## src/rtl/cpu_types_pkg.sv

```systemverilog
// Shared CPU types: instruction cache geometry, address split, frame layout and miss FSM states.
// The geometry is fixed here so every user sees the same tag/index widths.
package cpu_types_pkg;

    localparam int WORD_W = 32;
    localparam int SETS   = 16;
    localparam int IIDX_W = $clog2(SETS);
    localparam int ITAG_W = WORD_W - IIDX_W - 2;

    typedef struct packed {
        logic [ITAG_W-1:0] tag;
        logic [IIDX_W-1:0] idx;
        logic [1:0]        off;
    } icachef_t;

    typedef struct packed {
        logic              valid;
        logic [ITAG_W-1:0] tag;
        logic [WORD_W-1:0] data;
    } icache_frame_t;

    typedef enum logic {
        IDLE,
        FETCH
    } icache_state_t;

endpackage

```

## src/rtl/icache_frame_array.sv

```systemverilog
// Direct-mapped frame storage: combinational read at ridx, single write port.
// Read is zero-latency, writes land on the clock edge; no backpressure, always accepts a write.
// Only the valid bits are reset; tag/data are qualified by valid so they need no reset.
module icache_frame_array
    import cpu_types_pkg::*;
(
    input  logic                CLK,
    input  logic                RST,
    input  logic [IIDX_W-1:0]   ridx,
    output icache_frame_t       rframe,
    input  logic                wen,
    input  logic [IIDX_W-1:0]   widx,
    input  icache_frame_t       wframe
);

    logic [SETS-1:0]   valid_q;
    logic [ITAG_W-1:0] tag_q  [SETS];
    logic [WORD_W-1:0] data_q [SETS];

    always_ff @(posedge CLK) begin
        if (RST) begin
            valid_q <= '0;
        end else if (wen) begin
            valid_q[widx] <= wframe.valid;
        end
    end

    always_ff @(posedge CLK) begin
        if (wen) begin
            tag_q[widx]  <= wframe.tag;
            data_q[widx] <= wframe.data;
        end
    end

    always_comb begin
        rframe       = '0;
        rframe.valid = valid_q[ridx];
        rframe.tag   = tag_q[ridx];
        rframe.data  = data_q[ridx];
    end

endmodule

```

## src/rtl/icache.sv

```systemverilog
// Direct-mapped one-word-per-block instruction cache between fetch and the memory controller.
// Hit: 0 cycles. Miss: detect cycle + iwait cycles + fill cycle, hit on the following cycle.
// Memory backpressure via iwait holds FETCH with a stable request; fetch sees ihit low meanwhile.
module icache
    import cpu_types_pkg::*;
(
    input  logic        CLK,
    input  logic        RST,
    input  logic        imemREN,
    input  logic [31:0] imemaddr,
    output logic        ihit,
    output logic [31:0] imemload,
    output logic        iREN,
    output logic [31:0] iaddr,
    input  logic        iwait,
    input  logic [31:0] iload
);

    icachef_t          req;
    icache_state_t     state, state_n;
    logic [WORD_W-3:0] miss_word;
    icache_frame_t     rframe;
    icache_frame_t     wframe;
    logic              hit;
    logic              fill;
    logic              fill_en;
    logic              unused_off;

    assign req        = imemaddr;
    assign unused_off = ^req.off;

    icache_frame_array u_frames (
        .CLK    (CLK),
        .RST    (RST),
        .ridx   (req.idx),
        .rframe (rframe),
        .wen    (fill_en),
        .widx   (miss_word[IIDX_W-1:0]),
        .wframe (wframe)
    );

    assign hit      = imemREN & rframe.valid & (rframe.tag == req.tag) & (state == IDLE);
    assign ihit     = hit;
    assign imemload = rframe.data;

    // A reset landing on the fill cycle must not commit the in-flight word.
    assign fill_en  = fill & ~RST;

    always_comb begin
        wframe       = '0;
        wframe.valid = 1'b1;
        wframe.tag   = miss_word[WORD_W-3:IIDX_W];
        wframe.data  = iload;
    end

    always_ff @(posedge CLK) begin
        if (RST) begin
            state     <= IDLE;
            miss_word <= '0;
        end else begin
            state <= state_n;
            if (state == IDLE && imemREN && !hit) begin
                miss_word <= imemaddr[31:2];
            end
        end
    end

    always_comb begin
        state_n = state;
        iREN    = 1'b0;
        iaddr   = '0;
        fill    = 1'b0;
        case (state)
            IDLE: begin
                if (imemREN && !hit) begin
                    state_n = FETCH;
                end
            end
            FETCH: begin
                iREN  = 1'b1;
                iaddr = {miss_word, 2'b00};
                if (!iwait) begin
                    fill    = 1'b1;
                    state_n = IDLE;
                end
            end
            default: state_n = IDLE;
        endcase
    end

endmodule

```

## config.mk

```make
export PLATFORM = sky130hd
export DESIGN_NAME = icache
export DESIGN_NICKNAME = d
export VERILOG_FILES = /design/src/rtl/cpu_types_pkg.sv /design/src/rtl/icache_frame_array.sv /design/src/rtl/icache.sv
export SDC_FILE = /design/constraint.sdc
export NUM_CORES = 1
export LEC_CHECK = 0
export ABC_AREA = 1
export CAP_MARGIN = 10
export CORE_ASPECT_RATIO = 0.5
export CORE_MARGIN = 2
export CORE_UTILIZATION = 45
export CTS_BUF_LIST = sky130_fd_sc_hd__clkbuf_16
export CTS_CLUSTER_DIAMETER = 120
export DETAILED_ROUTE_END_ITERATION = 16
export SYNTH_ARGS = -nofsm -noshare
export SYNTH_HDL_FRONTEND = slang
export SYNTH_HIERARCHICAL = 1
export SYNTH_SLANG_ARGS = --single-unit
```

## constraint.sdc

```tcl
create_clock -name CLK -period 6.8 [get_ports CLK]
set_input_delay 1.36 -clock CLK [delete_from_list [all_inputs] [get_ports CLK]]
set_output_delay 1.36 -clock CLK [all_outputs]
set_load 0.01 [all_outputs]
```

==> results by stage <==
Detailed routing:
- After detailed routing, the number of vias per cell comes to between 5 and 6.
- Wires add up to ~110 mm.
- The routed wire length per instance is approximately 19 um.
- The final route contains 29.1k vias.
- After detailed routing, the number of remaining DRC violations is 0.
- The DRC violation total after the first TritonRoute iteration is between 2k and 3k.
- The first detailed-routing pass ran for 8 iterations.
- The number of nets with antenna violations after detailed routing is 0.

Timing:
- The maximum clock skew at final layout is 35.6 ps.
- Setup repair after global routing left no endpoint under its margin.
- Dividing the final minimum period by the clock period gives 0.869.
- The sum of negative setup slack is 0 ps.
- Setup violations remaining at the end of the flow were counted as 0.
- The final number of hold-violating endpoints is 0.
- The count of final max-slew check failures is 0.
- The worst relative slew slack is 0.248.
- The timing-limited maximum frequency is 169 MHz.
- The final critical path time including I/O delays and setup is around 6000 ps.
- For the pin with the worst max-slew slack, the measured transition is 1130 ps.

Run:
- Max-cap violations in this run came to 0.

Clock network:
- The clock tree synthesis step divided the H-tree into 3 levels.
- The register clock-pin slew on the reported worst setup and hold paths is roughly 60 ps.
- The maximum buffer depth of the clock tree is 3.
- For this design, the sink count on the clock tree is ~1000.
- The count of instances resized after the clock tree is built is 0.
- The library cell used as clock root buffer is sky130_fd_sc_hd__clkbuf_16.
- Buffers added to address setup during post-CTS repair amount to 0.
- For the worst-skew pair, the clock arrives at the later sink with an insertion delay of 690 ps.
- The TritonCTS clock tree is done.
- For this design, the CTS-stage hold fixing added 0 buffers.
- In this run, CTS created clock tree buffers numbering 91.

Layout:
- In the final design database the tool counted 4430 nets.
- The share of cells above drive strength 1 is 0.0476.
- The filler cells instantiated in the layout total 8213.
- The cell area after layout is 48000 um^2.
- From synthesis to final layout, the design area changed by 12.5%.

Floorplan:
- The horizontal die dimension is around 440 um.
- The floorplan step set the die height to 222 um.
- The number of placement rows is roughly 80.
- The I/O pin total is 134.
- The area of the die is between 90000 and 100000 um^2.
- The initial standard-cell utilization of the core is 0.456.
- The region available for standard cell placement spans around 94000 um^2.

Worst setup path:
- The critical path data required time is 5440 ps.
- In this run the worst path has a maximum fanout of around 70.
- STA puts the critical path data arrival time at ~4600 ps.
- The register-to-register path setup slack is roughly 3000 ps.
- The cell depth of the worst flop-to-flop path is 5.
- STA classifies the critical path endpoint as a primary output.
- The worst register-to-register path begins at state.
- The critical path start-end classification is input port to primary output.
- The worst setup path is launched from an input port.
- The capturing point of the worst reg2reg path is u_frames/data_q[10][5].

GRT:
- The overall routing resource usage is 0.223.
- The wire length of the first global-routing pass is 166 mm.
- Entering global routing, the biggest net connects approximately 160 pins.
- Global routing finished with a remaining overflow of 0.
- The initial antenna violation count is 2.
- The number of global-route vias before repair came to 27.5k.

Placed design:
- The area after detailed placement is between 40000 and 50000 um^2.
- The congestion estimate from routability-driven global placement came to around 0.86.
- The placed wire-length estimate after detailed placement is ~56 mm.
- The count of input and output buffers is about 130.

Synthesis:
- Each instance of the synthesized netlist takes up on average 9.92 um^2.
- In the synthesized netlist, the number of instances is about 4.3k.
- The total number of yosys warnings is 6.
- In this run, distinct cell masters in the synthesized netlist total 24.
- The complex-gate fraction of the synthesized area is 0.00856.
- The number of storage elements in the synthesis netlist is just under 1k.
- The simple-gate area share of the yosys netlist is 0.217.
- Of the total synthesized cell area, the portion taken by XOR and XNOR cells is 0.00123.
- Of the total synthesized cell area, the portion taken by full adders, half adders and majority gates is 0.
- The largest family of logic cells by synthesized area is simple AND/OR/NAND/NOR gates.
- The synthesized netlist occupies a cell area of between 40000 and 50000 um^2.
- The share of the Yosys chip area taken by registers is 0.675.
- The portion of synthesized area spent on multiplexers is 0.

Power:
- The relative contribution of combinational cells to total power is 0.064.
- The power density of the placed cells is 260 nW/um^2.
- The analysis attributes to cell leakage a power of a little over 20 nW.
- The total power after layout is ~0.012 W.
- Internal power comes to between 0.009 and 0.01 W.
- The proportion of total power due to net switching is 0.227.
- In this run the power spent charging and discharging nets is ~0.0028 W.
- Of the total power, the clock network draws 0.399.
- The maximum vdd ir drop is 0.000175 V.
- The sequential group share of total power is 0.537.

Worst hold path:
- The origin of the worst min-delay path is u_frames/valid_q[0].
- The worst hold path endpoint is u_frames/valid_q[0].
- Along the worst hold path, the cell count comes to 2.
- The path type of the worst min-delay path is flip-flop to flip-flop.

Outcome:
- The run finished with clean final reports.
==> critical path, stage by stage <==
cell and delay (ps):
sky130_fd_sc_hd__buf_8 220, sky130_fd_sc_hd__inv_8 440, sky130_fd_sc_hd__buf_4 480, sky130_fd_sc_hd__nand2_1 100, sky130_fd_sc_hd__nand2_1 80, sky130_fd_sc_hd__nand2_1 50
sky130_fd_sc_hd__nand3_1 100, sky130_fd_sc_hd__nand3_1 100, sky130_fd_sc_hd__nand2_1 200, sky130_fd_sc_hd__inv_1 60, sky130_fd_sc_hd__nand2_1 50, sky130_fd_sc_hd__nand2_1 60
sky130_fd_sc_hd__inv_1 80, sky130_fd_sc_hd__nand4_1 90, sky130_fd_sc_hd__nor3_1 140, sky130_fd_sc_hd__nand2_1 70, sky130_fd_sc_hd__nor2_1 170, sky130_fd_sc_hd__clkdlybuf4s50_1 570
==> sequential cells by signal, indices dropped and copies added, names as in the netlist <==
register / count
u_frames/tag_q: 416
u_frames/data_q: 512
u_frames/valid_q: 16
state: 1
miss_word: 30
==> logic make-up after synthesis <==
kind of cell	count (synthesis)
other	2
and+or+nand+nor	2215
buffers and inverters	1032
xor gates and xnor gates	6
DFF	975
AOI/OAI and AO/OA	70
==> cells in the mapped netlist <==
| cell | number | area share |
|---|---|---|
| sky130_fd_sc_hd__edfxtp_1 | 928 | 0.65 |
| sky130_fd_sc_hd__nand4_1 | 2 | 0.00029 |
| sky130_fd_sc_hd__nand2_2 | 1 | 0.00015 |
| sky130_fd_sc_hd__or2_2 | 1 | 0.00015 |
| sky130_fd_sc_hd__o2111ai_1 | 4 | 0.00082 |
| sky130_fd_sc_hd__dfxtp_1 | 47 | 0.022 |
| sky130_fd_sc_hd__conb_1 | 2 | 0.00018 |
| sky130_fd_sc_hd__nor3_1 | 4 | 0.00047 |
| sky130_fd_sc_hd__nor2_1 | 65 | 0.0057 |
| sky130_fd_sc_hd__inv_2 | 5 | 0.00044 |
| sky130_fd_sc_hd__buf_2 | 98 | 0.011 |
| sky130_fd_sc_hd__clkbuf_1 | 44 | 0.0039 |
| sky130_fd_sc_hd__xor2_1 | 1 | 0.00021 |
| sky130_fd_sc_hd__nand3_1 | 744 | 0.087 |
| sky130_fd_sc_hd__buf_4 | 34 | 0.0060 |
| sky130_fd_sc_hd__xnor2_1 | 5 | 0.0010 |
| sky130_fd_sc_hd__a21oi_1 | 48 | 0.0056 |
| sky130_fd_sc_hd__nand2_1 | 1396 | 0.12 |
| sky130_fd_sc_hd__inv_1 | 807 | 0.071 |
| sky130_fd_sc_hd__buf_1 | 37 | 0.0033 |
| sky130_fd_sc_hd__nor2_2 | 1 | 0.00015 |
| sky130_fd_sc_hd__and3_1 | 1 | 0.00015 |
| sky130_fd_sc_hd__buf_6 | 7 | 0.0018 |
| sky130_fd_sc_hd__o21ai_0 | 18 | 0.0021 |
==> stage by stage <==
| stage | hold WS [ps] | utilization | setup WS, ps | instances |
|---|---|---|---|---|
| after floorplan | 444 | - | 1890 | 4301 |
| after global placement | 456 | 0.483 | 958 | 5524 |
| after detailed placement | 458 | 0.483 | 972 | 5524 |
| after CTS | 468 | 0.514 | 959 | 5690 |
| after global routing | 494 | 0.514 | 651 | 5692 |
| final | 466 | 0.514 | 889 | 5692 |
==> power groups by stage <==
| stage | combinational (W) | clock [W] | sequential (W) |
|---|---|---|---|
| after floorplan | 0.000489 | 0 | 0.00679 |
| after global placement | 0.000791 | 0 | 0.00682 |
| after detailed placement | 0.000798 | 0 | 0.00683 |
| after CTS | 0.000802 | 0.00506 | 0.00670 |
| after global routing | 0.000882 | 0.00530 | 0.00670 |
| final | 0.000803 | 0.00498 | 0.00670 |
==> worst max path at each step <==
stage / start / to / slack (ps)
detailed placement: imemaddr[2] / ihit / 970
finish: imemaddr[2] / ihit / 890
CTS: imemaddr[4] / ihit / 960
global placement: imemaddr[4] / ihit / 960
global route: imemaddr[2] / ihit / 650
floorplan: iwait / u_frames/data_q[15][0] / 1890
==> layout make-up <==
| class | instances | area, um^2 | area share |
|---|---|---|---|
| antenna | 2 | 5.00 | 0.000104 |
| clock buffer | 94 | 2350 | 0.0490 |
| clock inverter | 72 | 526 | 0.0109 |
| inverter | 812 | 3080 | 0.0640 |
| multi-input combinational | 2294 | 9800 | 0.204 |
| sequential | 975 | 28800 | 0.600 |
| tap | 1255 | 1570 | 0.0327 |
| timing repair buffer | 188 | 1890 | 0.0394 |
==> cells in the final DEF, fill, tap and decap left out <==
cell type / n
sky130_fd_sc_hd__nand2_1: 1396
sky130_fd_sc_hd__edfxtp_1: 928
sky130_fd_sc_hd__inv_1: 828
sky130_fd_sc_hd__nand3_1: 744
sky130_fd_sc_hd__clkdlybuf4s50_1: 125
sky130_fd_sc_hd__clkbuf_16: 94
sky130_fd_sc_hd__nor2_1: 51
sky130_fd_sc_hd__a21oi_1: 48
sky130_fd_sc_hd__buf_4: 48
sky130_fd_sc_hd__dfxtp_1: 46
sky130_fd_sc_hd__clkinv_1: 20
sky130_fd_sc_hd__o21ai_0: 18
sky130_fd_sc_hd__clkinv_2: 15
sky130_fd_sc_hd__nor2_4: 14
sky130_fd_sc_hd__buf_12: 12
sky130_fd_sc_hd__bufinv_16: 7
sky130_fd_sc_hd__xnor2_1: 5
sky130_fd_sc_hd__nor3_1: 4
sky130_fd_sc_hd__o2111ai_1: 4
sky130_fd_sc_hd__conb_1: 3
sky130_fd_sc_hd__clkinv_8: 3
sky130_fd_sc_hd__inv_4: 3
sky130_fd_sc_hd__diode_2: 2
sky130_fd_sc_hd__nand4_1: 2
sky130_fd_sc_hd__inv_2: 2
sky130_fd_sc_hd__clkinv_4: 2
sky130_fd_sc_hd__inv_6: 2
sky130_fd_sc_hd__buf_8: 2
sky130_fd_sc_hd__inv_8: 2
sky130_fd_sc_hd__xor2_1: 1
sky130_fd_sc_hd__and3_1: 1
sky130_fd_sc_hd__nor2_2: 1
sky130_fd_sc_hd__nand2_2: 1
sky130_fd_sc_hd__buf_6: 1
sky130_fd_sc_hd__dfxtp_2: 1
sky130_fd_sc_hd__or2_2: 1
==> metal layers <==
metal / track usage / vias to the layer above / share of wire / wire (um)
met2: 0.360 / 932 / 0.47 / 51200
met1: 0.317 / 14110 / 0.45 / 49400
met3: 0.0377 / 159 / 0.064 / 7080
met4: 0.0513 / 0 / 0.020 / 2150
li1: - / 13900 / - / -
met5: 0 / - / 0 / 0
No activity file was read; power rests on OpenSTA's default activity.
